File: src/rtl/exme_pipe_reg.sv
// exme_pipe_reg: EX/MEM pipeline register with a single-entry valid/ready
// handshake.
//
// An instruction from EX is captured when the stage is ready, and is held
// while MEM stalls. A flush kills both the held entry and any incoming one.
// Bubbles and flushes clear only the stored write enables. The payload
// registers keep their last value in those cases, because the gated
// regWrtm/memWrtm outputs already make the stale payload harmless.
//
// Optional feature: define EXME_PIPE_PERF_EN to build the stall/bubble
// performance counters. When the macro is undefined, both counter ports
// read as zero and no counter flops exist.
//
// Ports
//   clk, rst                          clock, synchronous active-high reset
//   validE / readyE                   EX-side handshake
//   flushM                            kill held and incoming instruction
//   regWrte, memWrte, rsltSrce,
//   aluRslte, wrtDe, pc4e, ujWrtBcke,
//   rde                               EX control and payload
//   validM / readyM                   MEM-side handshake
//   regWrtm, memWrtm                  stored write enables, gated by validM
//   rsltSrcm, aluRsltm, wrtDm, pc4m,
//   ujWrtBckm, rdm                    registered control and payload
//   stallCnt, bubbleCnt               saturating performance counters
module exme_pipe_reg #(
  parameter int XLEN    = 32,
  parameter int RADDR_W = 5,
  parameter int RSLT_W  = 2,
  parameter int CNT_W   = 16
) (
  input  logic               clk,
  input  logic               rst,
  input  logic               validE,
  output logic               readyE,
  input  logic               flushM,
  input  logic               regWrte,
  input  logic               memWrte,
  input  logic [RSLT_W-1:0]  rsltSrce,
  input  logic [XLEN-1:0]    aluRslte,
  input  logic [XLEN-1:0]    wrtDe,
  input  logic [XLEN-1:0]    pc4e,
  input  logic [XLEN-1:0]    ujWrtBcke,
  input  logic [RADDR_W-1:0] rde,
  output logic               validM,
  input  logic               readyM,
  output logic               regWrtm,
  output logic               memWrtm,
  output logic [RSLT_W-1:0]  rsltSrcm,
  output logic [XLEN-1:0]    aluRsltm,
  output logic [XLEN-1:0]    wrtDm,
  output logic [XLEN-1:0]    pc4m,
  output logic [XLEN-1:0]    ujWrtBckm,
  output logic [RADDR_W-1:0] rdm,
  output logic [CNT_W-1:0]   stallCnt,
  output logic [CNT_W-1:0]   bubbleCnt
);

  logic               valid_q,     valid_d;
  logic               reg_wrt_q,   reg_wrt_d;
  logic               mem_wrt_q,   mem_wrt_d;
  logic [RSLT_W-1:0]  rslt_src_q,  rslt_src_d;
  logic [XLEN-1:0]    alu_rslt_q,  alu_rslt_d;
  logic [XLEN-1:0]    wrt_data_q,  wrt_data_d;
  logic [XLEN-1:0]    pc4_q,       pc4_d;
  logic [XLEN-1:0]    uj_wrt_bk_q, uj_wrt_bk_d;
  logic [RADDR_W-1:0] rd_q,        rd_d;

  // The slot can take a new entry when it is empty or is being drained.
  assign readyE = !valid_q || readyM;

  always_comb begin
    valid_d     = valid_q;
    reg_wrt_d   = reg_wrt_q;
    mem_wrt_d   = mem_wrt_q;
    rslt_src_d  = rslt_src_q;
    alu_rslt_d  = alu_rslt_q;
    wrt_data_d  = wrt_data_q;
    pc4_d       = pc4_q;
    uj_wrt_bk_d = uj_wrt_bk_q;
    rd_d        = rd_q;
    if (flushM) begin
      valid_d   = 1'b0;
      reg_wrt_d = 1'b0;
      mem_wrt_d = 1'b0;
    end else if (readyE) begin
      if (validE) begin
        valid_d     = 1'b1;
        reg_wrt_d   = regWrte;
        mem_wrt_d   = memWrte;
        rslt_src_d  = rsltSrce;
        alu_rslt_d  = aluRslte;
        wrt_data_d  = wrtDe;
        pc4_d       = pc4e;
        uj_wrt_bk_d = ujWrtBcke;
        rd_d        = rde;
      end else begin
        valid_d   = 1'b0;
        reg_wrt_d = 1'b0;
        mem_wrt_d = 1'b0;
      end
    end
    // Otherwise MEM is stalling a valid entry: every register holds.
  end

  always_ff @(posedge clk) begin
    if (rst) begin
      valid_q     <= 1'b0;
      reg_wrt_q   <= 1'b0;
      mem_wrt_q   <= 1'b0;
      rslt_src_q  <= '0;
      alu_rslt_q  <= '0;
      wrt_data_q  <= '0;
      pc4_q       <= '0;
      uj_wrt_bk_q <= '0;
      rd_q        <= '0;
    end else begin
      valid_q     <= valid_d;
      reg_wrt_q   <= reg_wrt_d;
      mem_wrt_q   <= mem_wrt_d;
      rslt_src_q  <= rslt_src_d;
      alu_rslt_q  <= alu_rslt_d;
      wrt_data_q  <= wrt_data_d;
      pc4_q       <= pc4_d;
      uj_wrt_bk_q <= uj_wrt_bk_d;
      rd_q        <= rd_d;
    end
  end

  assign validM    = valid_q;
  assign regWrtm   = reg_wrt_q && valid_q;
  assign memWrtm   = mem_wrt_q && valid_q;
  assign rsltSrcm  = rslt_src_q;
  assign aluRsltm  = alu_rslt_q;
  assign wrtDm     = wrt_data_q;
  assign pc4m      = pc4_q;
  assign ujWrtBckm = uj_wrt_bk_q;
  assign rdm       = rd_q;

`ifdef EXME_PIPE_PERF_EN
  logic [CNT_W-1:0] stall_cnt_q;
  logic [CNT_W-1:0] bubble_cnt_q;

  // Both counters saturate at all-ones instead of wrapping. A flush does
  // not reset them.
  always_ff @(posedge clk) begin
    if (rst) begin
      stall_cnt_q  <= '0;
      bubble_cnt_q <= '0;
    end else begin
      if (valid_q && !readyM && (stall_cnt_q != '1))
        stall_cnt_q <= stall_cnt_q + CNT_W'(1);
      if (!valid_q && (bubble_cnt_q != '1))
        bubble_cnt_q <= bubble_cnt_q + CNT_W'(1);
    end
  end

  assign stallCnt  = stall_cnt_q;
  assign bubbleCnt = bubble_cnt_q;
`else
  assign stallCnt  = '0;
  assign bubbleCnt = '0;
`endif

endmodule

File: config.mk
export PLATFORM = sky130hd
export DESIGN_NAME = exme_pipe_reg
export DESIGN_NICKNAME = d
export VERILOG_FILES = /design/src/rtl/exme_pipe_reg.sv
export SDC_FILE = /design/constraint.sdc
export NUM_CORES = 1
export LEC_CHECK = 0
export BUFFER_PORTS_ARGS = -buffer_cell sky130_fd_sc_hd__buf_2
export CORE_AREA = 2 2 122 124
export DETAILED_ROUTE_END_ITERATION = 10
export DIE_AREA = 0 0 124 126
export GPL_TIMING_DRIVEN = 0
export PLACE_DENSITY = 0.86
export REMOVE_ABC_BUFFERS = 1
export SYNTH_ARGS = -nofsm -noshare
export SYNTH_HDL_FRONTEND = slang
export SYNTH_SLANG_ARGS = --single-unit
File: constraint.sdc
create_clock -name clk -period 1.39 [get_ports clk]
set_input_delay 0.0695 -clock clk [delete_from_list [all_inputs] [get_ports clk]]
set_output_delay 0.0695 -clock clk [all_outputs]
set_load 0.005 [all_outputs]
Word level (Yosys, flattened, before mapping) --
Cells that the tools add are included.
Operators by class: muxes and demuxes 3, bitwise operators 1, reduce and logical (&&, ||, !) cells 6
Operators with widths (number):
- 1-bit 2-to-1 mux | 3
- 3-bit AND reduction | 1
- 1-bit logical AND | 2
- 2-bit OR reduction | 1
- 1-bit logical NOT | 1
- 1-bit logical OR | 1
- 1-bit inverter | 1
Storage, ports and cells: register bits 138, bits of input ports 142, output and inout bits 171, word-level logic and storage cells 19

Depth between registers and ports, before layout --
Gate-level depths: netlist of the first run.
depth after elaboration 3, gate-level depth with buffers 6, depth with buffers taken out 3

Least setup slack after synthesis of the first run --
No wires, ideal clock.
path type register to register, start register valid_q, in the netlist validM, end register alu_rslt_q[0], in the netlist aluRsltm[0], slack 0.078 ns, data required time 1.318 ns, library setup time 0.072 ns, period minus slack after synthesis 1.312 ns, stages on the path, launching flop included 7, path buffers 3, arrival time 1.240 ns, path through dfxtp_1 -> nor2b_4 -> nor3b_2 -> buf_6 -> buf_6 -> buf_8 -> mux2i_1
Between the ends: longest elaborated chain between the ends 3
Ends and longest elaborated chain:
- start, declared | RTL line 59 | logic valid_q, valid_d;
- start signal, assigned | RTL line 118 | valid_q <= valid_d;
- 1-bit logical NOT | RTL line 70 | assign readyE = !valid_q || readyM;
- 1-bit logical OR | RTL line 70
- 3-bit AND reduction (no source line)
- end signal, assigned | RTL line 122 | alu_rslt_q <= alu_rslt_d;
- end, declared | RTL line 63 | logic [XLEN-1:0] alu_rslt_q, alu_rslt_d;
Every way passes these cells. A chain may end at the register's enable or synchronous reset.

Worst setup path in the final report of the first run --
start register valid_q, in the netlist validM, end register wrt_data_q[9], in the netlist wrtDm[9]
Between the ends: longest elaborated chain between the ends 3
Ends and longest elaborated chain:
- 1-bit logical NOT | RTL line 70
- 1-bit logical OR | RTL line 70
- 3-bit AND reduction (no source line)
- end signal, assigned | RTL line 123 | wrt_data_q <= wrt_data_d;
- end, declared | RTL line 64 | logic [XLEN-1:0] wrt_data_q, wrt_data_d;
Every way passes these cells.

==> results.py, run 1 <==
metrics = {
    "power_and_ir_drop": {
        "ir_worst_vdd_mv": 0.725,
        "p_per_area_nw_per_um2": 1010,
        "p_leak_nw": 4.79,
    },
    "hold_path": {
        "holdCritStartpoint": "regWrte",
        "hold_end": "reg_wrt_q",
        "hold_depth": 4,
        "hold_path_class": "in2reg",
    },
    "global_routing": {
        "antenna_found_initial": 1,
        "grt_start_max_net_pins": 149,
        "grt_pass1_wl_mm": 30.0,
        "grt_pass1_vias": 6262,
        "grt_overflow_total": 0,
        "grt_util_all_layers_pct": 24.5,
    },
    "worst_setup_path": {
        "critical_path.max_fanout": 8,
        "crit_type": "reg2reg",
        "required_ns": 1.71,
        "arrival_ns": 1.93,
        "reg2reg_from": "validM",
        "path_delay_family": "buffers and inverters",
        "worst_setup_path_end_kind": "flip-flop",
        "slowest_delay_ns": 0.32,
        "rrSetupSlack_ns": -0.22,
        "ff2ff_path_depth": 8,
        "critPathBufInv": 5,
        "crit_top_cell": "buf_12",
        "critPathLaunchType": "flip-flop",
        "crit_chain": "nor2b_4 > nor3b_4 > buf_4 > buf_6 > buf_12 > buf_12 > buf_16 > mux2i_1",
        "r2r_end": "wrtDm[9]",
        "slowest_stage": "dfxtp_2",
    },
    "die": {
        "ios": 313,
        "rows": 44,
        "die_y_um": 126,
        "die_w_um": 124,
        "start_util_pct": 44.8,
        "die_area_um2": 15600,
        "core_um2": 14300,
    },
    "sta": {
        "hold_viol": 0,
        "period_share_pct": 116,
        "finalSetupTns_ns": -13.39,
        "fmax_mhz": 620,
        "rsz0062_at_grt": "yes",
        "worst_pin_slew_ns": 0.625,
        "finClkSkew_ns": 0.00601,
        "max_slew_margin_pct": 58.4,
        "fin_crit_ns": 1.61,
        "finalMaxSlewViolations": 0,
        "finalSetupViolCount": 120,
        "layout_setup_ws_ns": -0.224,
    },
    "synth": {
        "synth_warnings": 0,
        "ys_ff_latch": 138,
        "synth_compound_area_share_pct": 0.273,
        "synth_cell_types": 16,
        "synthAdderAreaFrac_pct": 0,
        "synth_top_area_share_pct": 43.1,
        "yosys.area_share.simple_pct": 27.4,
        "syn-cell-area_um2": 6410,
        "ys_top_cells_by_area": "dfxtp_1 43%, nand2b_1 26%, mux2i_1 21%",
        "yosysSeqAreaShare_pct": 43.1,
        "synth_top_area_cell": "dfxtp_1",
        "synth_top_family_by_area": "simple AND/OR/NAND/NOR gates",
        "synth_mux_area_share_pct": 21.1,
        "syn_inst": 635,
        "avgSynthCellArea_um2": 10.1,
        "synthXorXnorAreaFrac_pct": 0,
    },
    "clock_network": {
        "cts_tree": "done",
        "cts_buffers": 17,
        "insertion_delay_ns": 0.41,
        "path_clk_slew_ns": 0.06,
        "h-tree-depth": 4,
        "cts_buffer_depth": 2,
        "root_buffer": "clkbuf_16",
        "cts_sinks": 138,
    },
    "routing": {
        "final_antenna_net_count": 0,
        "viasPerCell": 4.64,
        "vias": 5890,
        "drt-initial-drc-count": 207,
        "drt-total-wl_mm": 20.2,
        "route.detailed.drc": 0,
        "first_pass_iters": 4,
        "wire_per_inst_um": 15.9,
    },
    "cells_and_area": {
        "nNetsFinal": 1213,
        "areaGrowthSynthToFinish_pct": 62.2,
        "drive_gt1_share_pct": 33.9,
        "fillers": 895,
    },
    "run_status": {
        "run_status": "finished with violations",
        "violations": "negative setup slack",
    },
    "place": {
        "portBuffers": 280,
        "hpwl_mm": 10.4,
        "place_ws_ns": -0.792,
        "gp_congestion": 0.773,
    },
    "job": {
        "max_cap_violations": 0,
    },
}
## worst register-to-register path, cell delays in order (launching register included)
cell     delay (ns)
dfxtp_2        0.32
nor2b_4        0.13
nor3b_4        0.20
buf_4          0.14
buf_6          0.12
buf_12         0.11
buf_12         0.12
buf_16         0.14
mux2i_1        0.24
## per-stage QoR
stage	power (mW)	utilization (%)	std cells	hold WS [ns]	instance area, um2
finish	10.5	72.6	1269	0.131	10400
global route	10.9	72.6	1269	0.119	10400
CTS	10.4	71.1	1257	0.0889	10200
detailed placement	5.54	55.2	1065	0.333	7900
global placement	5.62	53.4	1053	0.303	7640
floorplan	5.02	-	589	0.146	6010
## cells in the final DEF (no fill, tap or decap), drive strengths merged
| cell type | Yosys | layout |
|---|---|---|
| nor3 | 3 | 3 |
| dlygate4sd3 | 0 | 137 |
| and2 | 2 | 2 |
| dfxtp | 138 | 138 |
| buf | 47 | 323 |
| a2bb2oi | 2 | 2 |
| mux2i | 135 | 135 |
| clkinvlp | 0 | 2 |
| nand2 | 2 | 2 |
| conb | 1 | 32 |
| nor3b | 1 | 1 |
| bufinv | 0 | 2 |
| inv | 2 | 6 |
| nor2b | 1 | 1 |
| diode | 0 | 1 |
| clkbuf | 30 | 21 |
| nor2 | 1 | 1 |
| clkinv | 0 | 6 |
| nand2b | 270 | 270 |
## state kept, by name, indices dropped and copies added (netlist names)
register,cells
reg_wrt_q,1
wrtDm,32
mem_wrt_q,1
rsltSrcm,2
ujWrtBckm,32
validM,1
aluRsltm,32
pc4m,32
rdm,5
## cell usage after synthesis
cell       instances
buf_6              2
nand2b_1         270
buf_8              5
nor3_1             3
buf_4             40
nor2b_4            1
clkbuf_1          30
mux2i_1          135
and2_1             2
nand2_1            2
inv_1              2
conb_1             1
nor3b_2            1
a2bb2oi_1          2
nor2_1             1
dfxtp_1          138
## timing repair
action	in CTS	in global routing
setup endpoints to repair	129	131
cloned	4	4
resized for setup	29	24
hold buffers	137	0
setup buffers	20	11
endpoints found under the hold margin	138	0
pin swaps	1	1
## worst max path at each step
stage | slack, ns | depth (start not counted) | endpoint | start
floorplan | -7.12 | 3 | aluRsltm[0] | validM
global placement | -9.86 | 3 | ujWrtBckm[14] | validM
detailed placement | -0.79 | 7 | aluRsltm[13] | validM
CTS | -0.21 | 8 | aluRsltm[24] | validM
global route | -0.26 | 8 | aluRsltm[11] | validM
finish | -0.22 | 8 | wrtDm[9] | validM
## report_power, final
part	switching [mW]	internal, mW	total (mW)
Sequential	0.112	4.16	4.28
Clock	1.76	2.65	4.42
Combinational	0.693	1.07	1.76
Total	2.57	7.88	10.5
## layer usage
metal / GRT usage, % / part of all wire, %
met1: 25.1 / 38
met5: 0 / 0
met4: 12.3 / 3.6
met2: 44.7 / 51
met3: 7.07 / 7.6
## cell type report
type	instances	area (um2)	area share (%)
Sequential cell	138	2760	26.6
Antenna cell	1	2.50	0.0241
Tap cell	184	230	2.21
Clock buffer	18	429	4.13
Timing Repair Buffer	463	3510	33.8
Clock inverter	14	144	1.38
Inverter	2	7.51	0.0722
Multi-Input combinational cell	449	3310	31.8
## kinds of logic (layout without fill, tap and decap cells)
logic type,Yosys count,count (layout)
AND/OR/NAND/NOR,280,280
flip-flops,138,138
multiplexers,135,135
buffers and inverters,79,497
AO/OA/AOI/OAI,2,2
other,1,33
Power figures use the tool's default switching activity.
==> run 2: changes to the inputs <==
--- a/config.mk
+++ b/config.mk
@@ -6,11 +6,11 @@
 export NUM_CORES = 1
 export LEC_CHECK = 0
 export BUFFER_PORTS_ARGS = -buffer_cell sky130_fd_sc_hd__buf_2
-export CORE_AREA = 2 2 122 124
+export CORE_AREA = 2 2 120 122
 export DETAILED_ROUTE_END_ITERATION = 10
-export DIE_AREA = 0 0 124 126
+export DIE_AREA = 0 0 122 124
 export GPL_TIMING_DRIVEN = 0
-export PLACE_DENSITY = 0.86
+export PLACE_DENSITY = 0.89
 export REMOVE_ABC_BUFFERS = 1
 export SYNTH_ARGS = -nofsm -noshare
 export SYNTH_HDL_FRONTEND = slang
==> constraint.sdc (replaced) <==
create_clock -name clk -period 2 [get_ports clk]
set_input_delay 0.1 -clock clk [delete_from_list [all_inputs] [get_ports clk]]
set_output_delay 0.1 -clock clk [all_outputs]
set_load 0.005 [all_outputs]
==> results.py, run 2 (synthesis results as in run 1) <==
metrics = {
    "routing": {
        "dr_wl_met3_mm": 1.48,
        "viasPerCell": 4.68,
        "drt-total-wl_mm": 19.0,
        "first_pass_iters": 4,
        "final_antenna_net_count": 0,
        "routed.top_layer": "met4",
        "vias": 5738,
        "route.detailed.drc": 0,
        "wire_per_inst_um": 15.5,
        "wl_met2_mm": 9.69,
        "wl_met1_mm": 7.04,
        "drt-initial-drc-count": 226,
    },
    "power_and_ir_drop": {
        "power.share.switching_pct": 22.4,
        "combinationalPowerShare_pct": 14.4,
        "p_sw_mw": 1.68,
        "pwr-share-clk_pct": 45.9,
        "p_leak_nw": 4.57,
        "p_int_mw": 5.81,
        "p_seq_share_pct": 39.7,
        "ir_worst_vdd_mv": 0.497,
        "p_per_area_nw_per_um2": 756,
    },
    "worst_setup_path": {
        "crit_top_cell": "buf_16",
        "required_ns": 2.33,
        "arrival_ns": 2.23,
        "critPathLaunchType": "flip-flop",
        "crit_type": "reg2reg",
        "path_delay_family": "buffers and inverters",
        "crit_chain": "nor2b_4 > nor3b_4 > buf_16 > buf_16 > buf_16 > buf_16 > mux2i_1",
        "critical_path.max_fanout": 36,
        "critPathBufInv": 4,
        "slowest_delay_ns": 0.34,
        "worst_setup_path_end_kind": "flip-flop",
        "slowest_stage": "dfxtp_1",
    },
    "run_status": {
        "run_status": "finished, final reports clean",
    },
    "clock_network": {
        "root_buffer": "clkbuf_16",
        "cts_sinks": 138,
        "insertion_delay_ns": 0.41,
        "path_clk_slew_ns": 0.06,
        "cts_buffer_depth": 2,
        "cts_tree": "done",
        "cts_buffers": 17,
        "h-tree-depth": 4,
    },
    "sta": {
        "hold_viol": 0,
        "finalMaxSlewViolations": 0,
        "finClkSkew_ns": 0.00747,
        "finalSetupTns_ns": 0,
        "max_slew_margin_pct": 55.6,
        "worst_pin_slew_ns": 0.666,
        "fin_crit_ns": 1.90,
        "fmax_mhz": 526,
        "period_share_pct": 95.1,
        "layout_setup_ws_ns": 0.0980,
        "finalSetupViolCount": 0,
        "rsz0062_at_grt": "no",
    },
    "place": {
        "hpwl_mm": 10.3,
        "place_ws_ns": -0.385,
        "portBuffers": 280,
        "gp_congestion": 0.746,
        "dpl.cell_count": 1061,
    },
    "cells_and_area": {
        "drive_gt1_share_pct": 30.9,
        "layout_commonest_cell": "buf_2",
        "final_cell_mix": "279 x buf_2, 270 x nand2b_1, 138 x dfxtp_1, 136 x dlygate4sd3_1, 134 x mux2i_1",
        "diodes": 0,
        "nNetsFinal": 1177,
        "instances_no_fill": 1227,
        "areaGrowthSynthToFinish_pct": 54.5,
    },
    "die": {
        "die_area_um2": 15100,
        "die_y_um": 124,
        "start_util_pct": 46.7,
        "ios": 313,
        "core_um2": 13700,
        "rows": 43,
        "die_w_um": 122,
    },
    "global_routing": {
        "antenna_found_initial": 0,
        "grt_start_max_net_pins": 141,
        "grt_util_all_layers_pct": 24.0,
        "grt_overflow_total": 0,
        "grt_pass1_vias": 5813,
        "grt_pass1_wl_mm": 28.3,
    },
    "job": {
        "max_cap_violations": 0,
    },
    "hold_path": {
        "hold_path_class": "in2reg",
    },
}
## run 2: path summary, 6_finish.rpt
kind	start	to	slack [ns]	depth (start not counted)
hold reg to reg	ujWrtBckm[8]	ujWrtBckm[8]	0.47	2
setup / recovery	validM	pc4m[21]	0.1	7
setup reg to reg	validM	pc4m[21]	0.1	7
hold / removal	rsltSrce[1]	rsltSrcm[1]	0.02	3
## run 2: per-stage QoR
stage / cell area (um2) / utilization, % / hold slack [ns] / total power [mW]
floorplan: 6010 / - / 0.177 / 3.49
global placement: 7640 / 55.7 / 0.328 / 3.90
detailed placement: 7920 / 57.7 / 0.356 / 3.86
CTS: 9920 / 72.3 / 0.0135 / 7.49
global route: 9900 / 72.1 / 0.0262 / 7.77
finish: 9900 / 72.1 / 0.0242 / 7.49
## run 2: per-layer routing
metal / global-route usage (%) / vias up
li1: - / 2771
met3: 8.06 / 64
met2: 42.5 / 269
met1: 24.9 / 2634
met5: 0 / -
met4: 14.0 / 0
## run 2: final cells by class
type	count	area, um2
sequential	138	2760
tap	180	225
clock buffer	20	457
timing repair buffer	427	3000
inverter	2	7.51
clock inverter	11	194
multi-input combinational	449	3250
fill	860	3820
## run 2: worst register-to-register path, cell delays in order, from the launching register on
cell     delay (ns)
dfxtp_1        0.34
nor2b_4        0.16
nor3b_4        0.31
buf_16         0.17
buf_16         0.15
buf_16         0.17
buf_16         0.24
mux2i_1        0.29
## run 2: power by group through the flow
stage / registers (mW) / logic (mW) / clock network, mW
global route: 2.98 / 1.16 / 3.63
finish: 2.97 / 1.08 / 3.43
global placement: 3.02 / 0.883 / 0
floorplan: 3.04 / 0.452 / 0
CTS: 2.96 / 1.04 / 3.49
detailed placement: 3.02 / 0.837 / 0
## run 2: repair_timing
item,CTS,global route
resized for setup,0,3
endpoints found under the setup margin,60,38
hold endpoints to repair,137,0
hold buffers,136,0
buffers inserted,3,0
pin swaps,1,1
